$ cat config.mk
export PLATFORM = sky130hd
export DESIGN_NAME = mem_arbiter
export DESIGN_NICKNAME = d
export VERILOG_FILES = /design/src/rtl/mem_arbiter.sv
export SDC_FILE = /design/constraint.sdc
export NUM_CORES = 1
export LEC_CHECK = 0
export ABC_AREA = 1
export BUFFER_PORTS_ARGS = -buffer_cell sky130_fd_sc_hd__clkbuf_2
export CORE_AREA = 2 2 216 218
export DETAILED_ROUTE_END_ITERATION = 10
export DIE_AREA = 0 0 218 220
export PLACE_DENSITY = 0.58
export SYNTH_ARGS = -nofsm -noshare
export SYNTH_HDL_FRONTEND = slang
export SYNTH_SLANG_ARGS = --single-unit
$ cat constraint.sdc
create_clock -name clk -period 1.65 [get_ports clk]
set_input_delay 0.165 -clock clk [delete_from_list [all_inputs] [get_ports clk]]
set_output_delay 0.165 -clock clk [all_outputs]
set_load 0.02 [all_outputs]
$ cat src/rtl/mem_arbiter.sv
// Round-robin arbiter sharing one single-ported main memory between IC line fills and
// DC fills/stores. One transaction in flight; DRAIN after reset swallows stale read responses.
module mem_arbiter #(
  parameter int ADDRESS_WIDTH      = 32,
  parameter int FILL_DATA_WIDTH    = 128,
  parameter int EVICT_DATA_WIDTH   = 32,
  parameter int DATA_TRANSFER_TIME = 5,
  parameter int TIMEOUT            = 16
) (
  input  logic                        clk,
  input  logic                        reset,
  input  logic                        ic_req,
  input  logic [ADDRESS_WIDTH-1:0]    ic_address,
  output logic [FILL_DATA_WIDTH-1:0]  ic_fill_data,
  output logic                        ic_valid,
  input  logic                        dc_req,
  input  logic                        dc_store,
  input  logic                        dc_store_word,
  input  logic [ADDRESS_WIDTH-1:0]    dc_address,
  input  logic [EVICT_DATA_WIDTH-1:0] dc_evict_data,
  output logic [FILL_DATA_WIDTH-1:0]  dc_fill_data,
  output logic                        dc_valid,
  output logic                        mem_req,
  output logic                        mem_store,
  output logic                        mem_store_word,
  output logic [ADDRESS_WIDTH-1:0]    mem_address,
  output logic [EVICT_DATA_WIDTH-1:0] mem_evict_data,
  input  logic [FILL_DATA_WIDTH-1:0]  mem_fill_data,
  input  logic                        mem_response_valid,
  output logic                        err_timeout
);

  localparam int CNT_W = $clog2(TIMEOUT + 1);
  localparam logic [CNT_W-1:0] DRAIN_LAST = CNT_W'(DATA_TRANSFER_TIME - 1);
  localparam logic [CNT_W-1:0] WAIT_LAST  = CNT_W'(TIMEOUT - 1);

  localparam logic [2:0] S_DRAIN = 3'd0;
  localparam logic [2:0] S_IDLE  = 3'd1;
  localparam logic [2:0] S_ISSUE = 3'd2;
  localparam logic [2:0] S_WAIT  = 3'd3;
  localparam logic [2:0] S_RESP  = 3'd4;

  localparam logic G_IC = 1'b0;
  localparam logic G_DC = 1'b1;

  logic [2:0]                  state_q, state_d;
  logic [CNT_W-1:0]            cnt_q, cnt_d;
  logic                        last_grant_q, last_grant_d;
  logic                        grant_q, grant_d;
  logic                        mem_store_q, mem_store_d;
  logic                        mem_store_word_q, mem_store_word_d;
  logic [ADDRESS_WIDTH-1:0]    mem_address_q, mem_address_d;
  logic [EVICT_DATA_WIDTH-1:0] mem_evict_data_q, mem_evict_data_d;
  logic [FILL_DATA_WIDTH-1:0]  ic_fill_q, ic_fill_d;
  logic [FILL_DATA_WIDTH-1:0]  dc_fill_q, dc_fill_d;
  logic                        err_q, err_d;
  logic                        grant_sel;

  // With both requesting, the one not served last wins; otherwise whoever asks.
  assign grant_sel = (ic_req && dc_req) ? ~last_grant_q : dc_req;

  always_comb begin
    state_d          = state_q;
    cnt_d            = cnt_q;
    last_grant_d     = last_grant_q;
    grant_d          = grant_q;
    mem_store_d      = mem_store_q;
    mem_store_word_d = mem_store_word_q;
    mem_address_d    = mem_address_q;
    mem_evict_data_d = mem_evict_data_q;
    ic_fill_d        = ic_fill_q;
    dc_fill_d        = dc_fill_q;
    err_d            = err_q;
    case (state_q)
      S_DRAIN: begin
        if (cnt_q == DRAIN_LAST) begin
          state_d = S_IDLE;
          cnt_d   = '0;
        end else begin
          cnt_d = cnt_q + 1'b1;
        end
      end
      S_IDLE: begin
        if (ic_req || dc_req) begin
          grant_d      = grant_sel;
          last_grant_d = grant_sel;
          state_d      = S_ISSUE;
          if (grant_sel == G_DC) begin
            mem_store_d      = dc_store;
            mem_store_word_d = dc_store_word;
            mem_address_d    = dc_address;
            mem_evict_data_d = dc_evict_data;
          end else begin
            mem_store_d      = 1'b0;
            mem_store_word_d = 1'b0;
            mem_address_d    = ic_address;
            mem_evict_data_d = '0;
          end
        end
      end
      S_ISSUE: begin
        cnt_d   = '0;
        state_d = mem_store_q ? S_RESP : S_WAIT;
      end
      S_WAIT: begin
        if (mem_response_valid) begin
          state_d = S_RESP;
          if (grant_q == G_DC) dc_fill_d = mem_fill_data;
          else                 ic_fill_d = mem_fill_data;
        end else if (cnt_q == WAIT_LAST) begin
          state_d = S_RESP;
          err_d   = 1'b1;
          if (grant_q == G_DC) dc_fill_d = '0;
          else                 ic_fill_d = '0;
        end else begin
          cnt_d = cnt_q + 1'b1;
        end
      end
      S_RESP: begin
        state_d = S_IDLE;
      end
      default: begin
        state_d = S_DRAIN;
        cnt_d   = '0;
      end
    endcase
  end

  always_ff @(posedge clk) begin
    if (reset) begin
      state_q          <= S_DRAIN;
      cnt_q            <= '0;
      last_grant_q     <= G_IC;
      grant_q          <= G_IC;
      mem_store_q      <= 1'b0;
      mem_store_word_q <= 1'b0;
      mem_address_q    <= '0;
      mem_evict_data_q <= '0;
      ic_fill_q        <= '0;
      dc_fill_q        <= '0;
      err_q            <= 1'b0;
    end else begin
      state_q          <= state_d;
      cnt_q            <= cnt_d;
      last_grant_q     <= last_grant_d;
      grant_q          <= grant_d;
      mem_store_q      <= mem_store_d;
      mem_store_word_q <= mem_store_word_d;
      mem_address_q    <= mem_address_d;
      mem_evict_data_q <= mem_evict_data_d;
      ic_fill_q        <= ic_fill_d;
      dc_fill_q        <= dc_fill_d;
      err_q            <= err_d;
    end
  end

  assign mem_req        = (state_q == S_ISSUE);
  assign ic_valid       = (state_q == S_RESP) && (grant_q == G_IC);
  assign dc_valid       = (state_q == S_RESP) && (grant_q == G_DC);
  assign mem_store      = mem_store_q;
  assign mem_store_word = mem_store_word_q;
  assign mem_address    = mem_address_q;
  assign mem_evict_data = mem_evict_data_q;
  assign ic_fill_data   = ic_fill_q;
  assign dc_fill_data   = dc_fill_q;
  assign err_timeout    = err_q;

endmodule
* After elaboration in Yosys (flattened, before gate mapping)
Index checks and enable logic that the tools add are counted.
** Word-level totals
- Bits in writable memories :: 0
- Memories kept :: 0
- Output and inout bits :: 326
- Bits in registers :: 332
- Bits in latches :: 0
- Bits of input ports :: 231
- Memory bits (read-only) :: 0
** Operators by class
- Add/subtract/negate cells :: 1
- Div/mod/pow operators :: 0
- $mul :: 0
- Reductions and logical operators :: 13
- Order comparisons :: 0
- Equality and inequality tests :: 11
- Bitwise logic cells :: 3
- Shift-type cells :: 0
- Muxes and demuxes :: 23
** Operator list (number)
- two-way mux 128 bit :: 8
- two-way mux 32 bit :: 2
- two-way mux 3 bit :: 5
- two-way mux 5 bit :: 3
- case mux 3 bit (5 select lines) :: 1
- case mux 5 bit (3 select lines) :: 1
- AND reduction 3 bit :: 5
- inequality test 2 bit (second input constant) :: 4
- == test 3 x 2 -> 1 bit (second input constant) :: 2
- adder 5 x 1 -> 5 bit (second input constant) :: 1
- == test 5 x 3 -> 1 bit (second input constant) :: 1
- == test 5 x 4 -> 1 bit (second input constant) :: 1
- == test 3 x 1 -> 1 bit (second input constant) :: 1
- == test 3 bit (second input constant) :: 1
- logical AND 1 bit :: 3
- logical NOT 3 bit :: 1
- two-way mux 1 bit :: 3
- inequality test 3 bit (second input constant) :: 1
- NOT 1 bit :: 3
- AND reduction 2 bit :: 1
- nonzero test 2 bit :: 1
- OR reduction 2 bit :: 1
- logical OR 1 bit :: 1

* Depth between registers and ports, before layout
- Word-level depth :: 4
- Mapped depth :: 13
- Gate-level depth less buffers :: 11

* Worst setup path before layout
No wires, ideal clock.
- Path kind :: register -> register
- Start :: reg cnt_q[0]
- End :: reg dc_fill_q[100], in the netlist dc_fill_data[100]
- Arrival :: 1615 ps
- Library setup time :: 116 ps
- Stages on the path, launching flop included :: 14
- Clock period less this slack :: 1731 ps
- Data required time :: 1534 ps
- Setup slack :: -81 ps
- Cell sequence :: dfxtp_1 ha_1 nand2_1 nor2_1 ha_1 nor2_1 inv_1 nand2_4 nor2_4 inv_1 buf_6 clkbuf_8 nor2_1 nor2_1
** On the way
- Cells in the longest elaborated chain, start to end :: 3
** RTL lines
- start: declaration :: line 47 : logic [CNT_W-1:0] cnt_q, cnt_d;
- start signal: assignment :: line 144 : cnt_q <= cnt_d;
- == test 5 x 4 -> 1 bit :: line 110 : end else if (cnt_q == WAIT_LAST) begin
- nonzero test 2 bit (no line)
- AND reduction 3 bit (no line)
- end signal: assignment :: line 152 : dc_fill_q <= dc_fill_d;
- end: declaration :: line 55 : logic [FILL_DATA_WIDTH-1:0] dc_fill_q, dc_fill_d;
Every way passes these cells.
A chain may end at the register's enable or synchronous reset.

* Worst setup path after layout
- Start :: reg cnt_q[0]
- End :: reg dc_fill_q[72], in the netlist dc_fill_data[72]
Same word-level chain as after synthesis.

==> flow_metrics.env <==
export IMPL_syn_area_per_cell_sq_um=7.237
export IMPL_syn_area_sq_um=13270
export IMPL_dp_hpwl_um=35430
export IMPL_period_minus_slack_ps=1956
export IMPL_start_util=0.2892
export IMPL_grt_first_pass_wirelength_um=80560
export IMPL_yosys_cell_types_count=26
export IMPL_setup_slack_ps=-305.7
export IMPL_ys_flop_type="dfxtp_1"
export IMPL_cts_reportedPaths_clkPinSlew_ps=60
export IMPL_dr_first_iter_drc_count=1071
export IMPL_wire_per_inst_um=17.51
export IMPL_grt_overflow=0
export IMPL_finClkSkew_ps=21.69
export IMPL_synth_common_cells="559 x nor2_1, 332 x dfxtp_1, 261 x o21ai_0, 183 x nand2_1, 178 x inv_1"
export IMPL_worstPathRequired_ps=2130
export IMPL_layout_drive_gt1_share=0.3323
export IMPL_cts_tree="built"
export IMPL_diodes=0
export IMPL_synth_nets=2067
export IMPL_async_flop_share=0
export IMPL_cts_buffer_depth=3
export IMPL_fin_area_sq_um=21680
export IMPL_gp_congestion=0.8441
export IMPL_ant_nets=0
export IMPL_vias=15080
export IMPL_status="complete, but fails checks"
export IMPL_cts_root_buffer="clkbuf_16"
export IMPL_die_width_um=218
export IMPL_routed_wl_um=56940
export IMPL_power_density_nw_per_um2=922.1
export IMPL_core_sq_um=45860
export IMPL_synthTopCellsByArea="dfxtp_1 50%, nor2_1 16%, o21ai_0 9.8%, nand2_1 5.2%, inv_1 5.0%"
export IMPL_worst_setup_path_type="reg2reg"
export IMPL_final_period_utilization=1.185
export IMPL_ctsHtreeMaxLevel=2
export IMPL_place_ws_ps=-271.4
export IMPL_insertion_delay_ps=550
export IMPL_grt_pass1_vias=14530
export IMPL_hold_viol_final=0
export IMPL_ir_worst_vdd_v=0.0007527
export IMPL_final_setup_viol_count=257
export IMPL_clkSinkCount=332
export IMPL_dr_pass1_iters=5
export IMPL_fillers=4393
export IMPL_postSynthCellCount=1833
export IMPL_post_route_drc_count=0
export IMPL_ys_warn_count=0
export IMPL_numCtsBuffers=38
export IMPL_arrival_ps=2440
export IMPL_violations="setup timing"
export IMPL_netlist_area_leader_share=0.5010
export IMPL_max_slew_margin=0.5998
export IMPL_fmax_mhz=511.3
export IMPL_synth_edf_count=0
export IMPL_startpoint_type="flop"
export IMPL_synth_area_leader_cell="dfxtp_1"
export IMPL_viasPerCell=4.638
export IMPL_grt_max_degree=84
export IMPL_port_buffers=556
export IMPL_hold_path_class="in2reg"
export IMPL_fp_dieH_um=220
export IMPL_fin_nets=2851
export IMPL_detailed_place_area_sq_um=16700
export IMPL_hold_slack_ps=29.80
export IMPL_slew_viol_final=0
export IMPL_yosysSeqAreaShare=0.5010
export IMPL_yosysMostFrequentCell="nor2_1"
export IMPL_ios=557
export IMPL_ys_ff_latch=332
export IMPL_die_area_sq_um=47960
export IMPL_crit_fanout=6
export IMPL_maxCapViolations=0
export IMPL_syn2layout_area_growth_pct=63.42
export IMPL_final_util=0.4727
export IMPL_grt_setup_unrepaired="true"
export IMPL_rows=79
export IMPL_track_usage=0.2147
export IMPL_p_leak_nw=11.36
export IMPL_endpoint_kind="flop"
export IMPL_tightestPinTransition_ps=599.4
export IMPL_antenna_found_initial=0
## final timing paths
check / from / endpoint / slack (ps) / depth (start not counted)
max: cnt_q[0] / dc_fill_data[72] / -310 / 13
min: mem_fill_data[74] / dc_fill_data[74] / 30 / 5
max reg2reg: cnt_q[0] / dc_fill_data[72] / -310 / 13
min reg2reg: mem_evict_data[8] / mem_evict_data[8] / 460 / 2
## timing repair
item                                    4_1_cts  5_1_grt
endpoints found under the hold margin       294        0
gates cloned                                 15       19
endpoints found under the setup margin      261      294
hold buffers                                204        0
pin swaps                                     5       77
resized for setup                           131      204
buffers inserted                             10       10
## through the flow
| stage | TNS (ps) | instances | power (W) |
|---|---|---|---|
| 3_5_place_dp | -52590 | 2929 | 0.01138 |
| 6_report | -60580 | 3252 | 0.01999 |
| 2_1_floorplan | -6597 | 1833 | 0.01027 |
| 5_1_grt | -91360 | 3252 | 0.02088 |
| 3_3_place_gp | -45160 | 2929 | 0.01134 |
| 4_1_cts | -55170 | 3226 | 0.02008 |
## flip-flops by register name (all words and copies together) (netlist names)
register and flops:
cnt_q 5, dc_fill_data 128, err_timeout 1, grant_q 1, ic_fill_data 128, mem_address 32, mem_evict_data 32, mem_store 1
mem_store_word 1, state_q 3
## kinds of logic after synthesis
kind of cell / share of synthesized area
AOI/OAI and AO/OA: 0.1500
xor gates and xnor gates: 0.0006604
and+or+nand+nor: 0.2318
adders and majority gates: 0.002830
buffers and inverters: 0.1137
DFF: 0.5010
## where the power goes
group	switching [W]	internal (W)	total, W
Combinational	0.00193	0.00135	0.00327
Sequential	0.000210	0.00835	0.00856
Clock	0.00343	0.00472	0.00815
## final cells by class
| class | instances | area (sq um) | share of cell area |
|---|---|---|---|
| multi-input cells | 1192 | 5632 | 0.2598 |
| clock buffers | 58 | 1126 | 0.05195 |
| flip-flops and latches | 332 | 6653 | 0.3069 |
| clock inverters | 10 | 73.82 | 0.003405 |
| well taps | 607 | 759.5 | 0.03503 |
| inverters | 179 | 711.9 | 0.03284 |
| repair buffers | 873 | 6716 | 0.3098 |
| repair inverters | 1 | 6.256 | 0.0002886 |
## critical path, cell delays in order, from the launching register on
cell and delay, ps:
dfxtp_2 350, ha_4 150, nand2_4 60, nor2_4 120, ha_4 160, nor2_4 40
inv_2 60, nand2_4 60, nor2_4 160, buf_12 170, clkbuf_16 190, clkbuf_16 160
o21ai_0 70, nor2_1 120
## per-layer routing
layer / part of all wire / global-route usage
met1: 0.38 / 0.2389
met2: 0.50 / 0.3823
met3: 0.079 / 0.05521
met4: 0.042 / 0.09977
met5: 0 / 0
## cell usage in the layout, fill, tap and decap left out, types with 54 or more instances in the layout
| cell | n |
|---|---|
| clkbuf_16 | 54 |
| o21ai_0 | 146 |
| nand2_1 | 182 |
| nor2_1 | 508 |
| dfxtp_1 | 329 |
| a21oi_1 | 72 |
| o21ai_2 | 77 |
| o21ai_1 | 98 |
| clkbuf_2 | 553 |
| inv_1 | 172 |
| dlygate4sd3_1 | 204 |
Power figures use the tool's default switching activity.
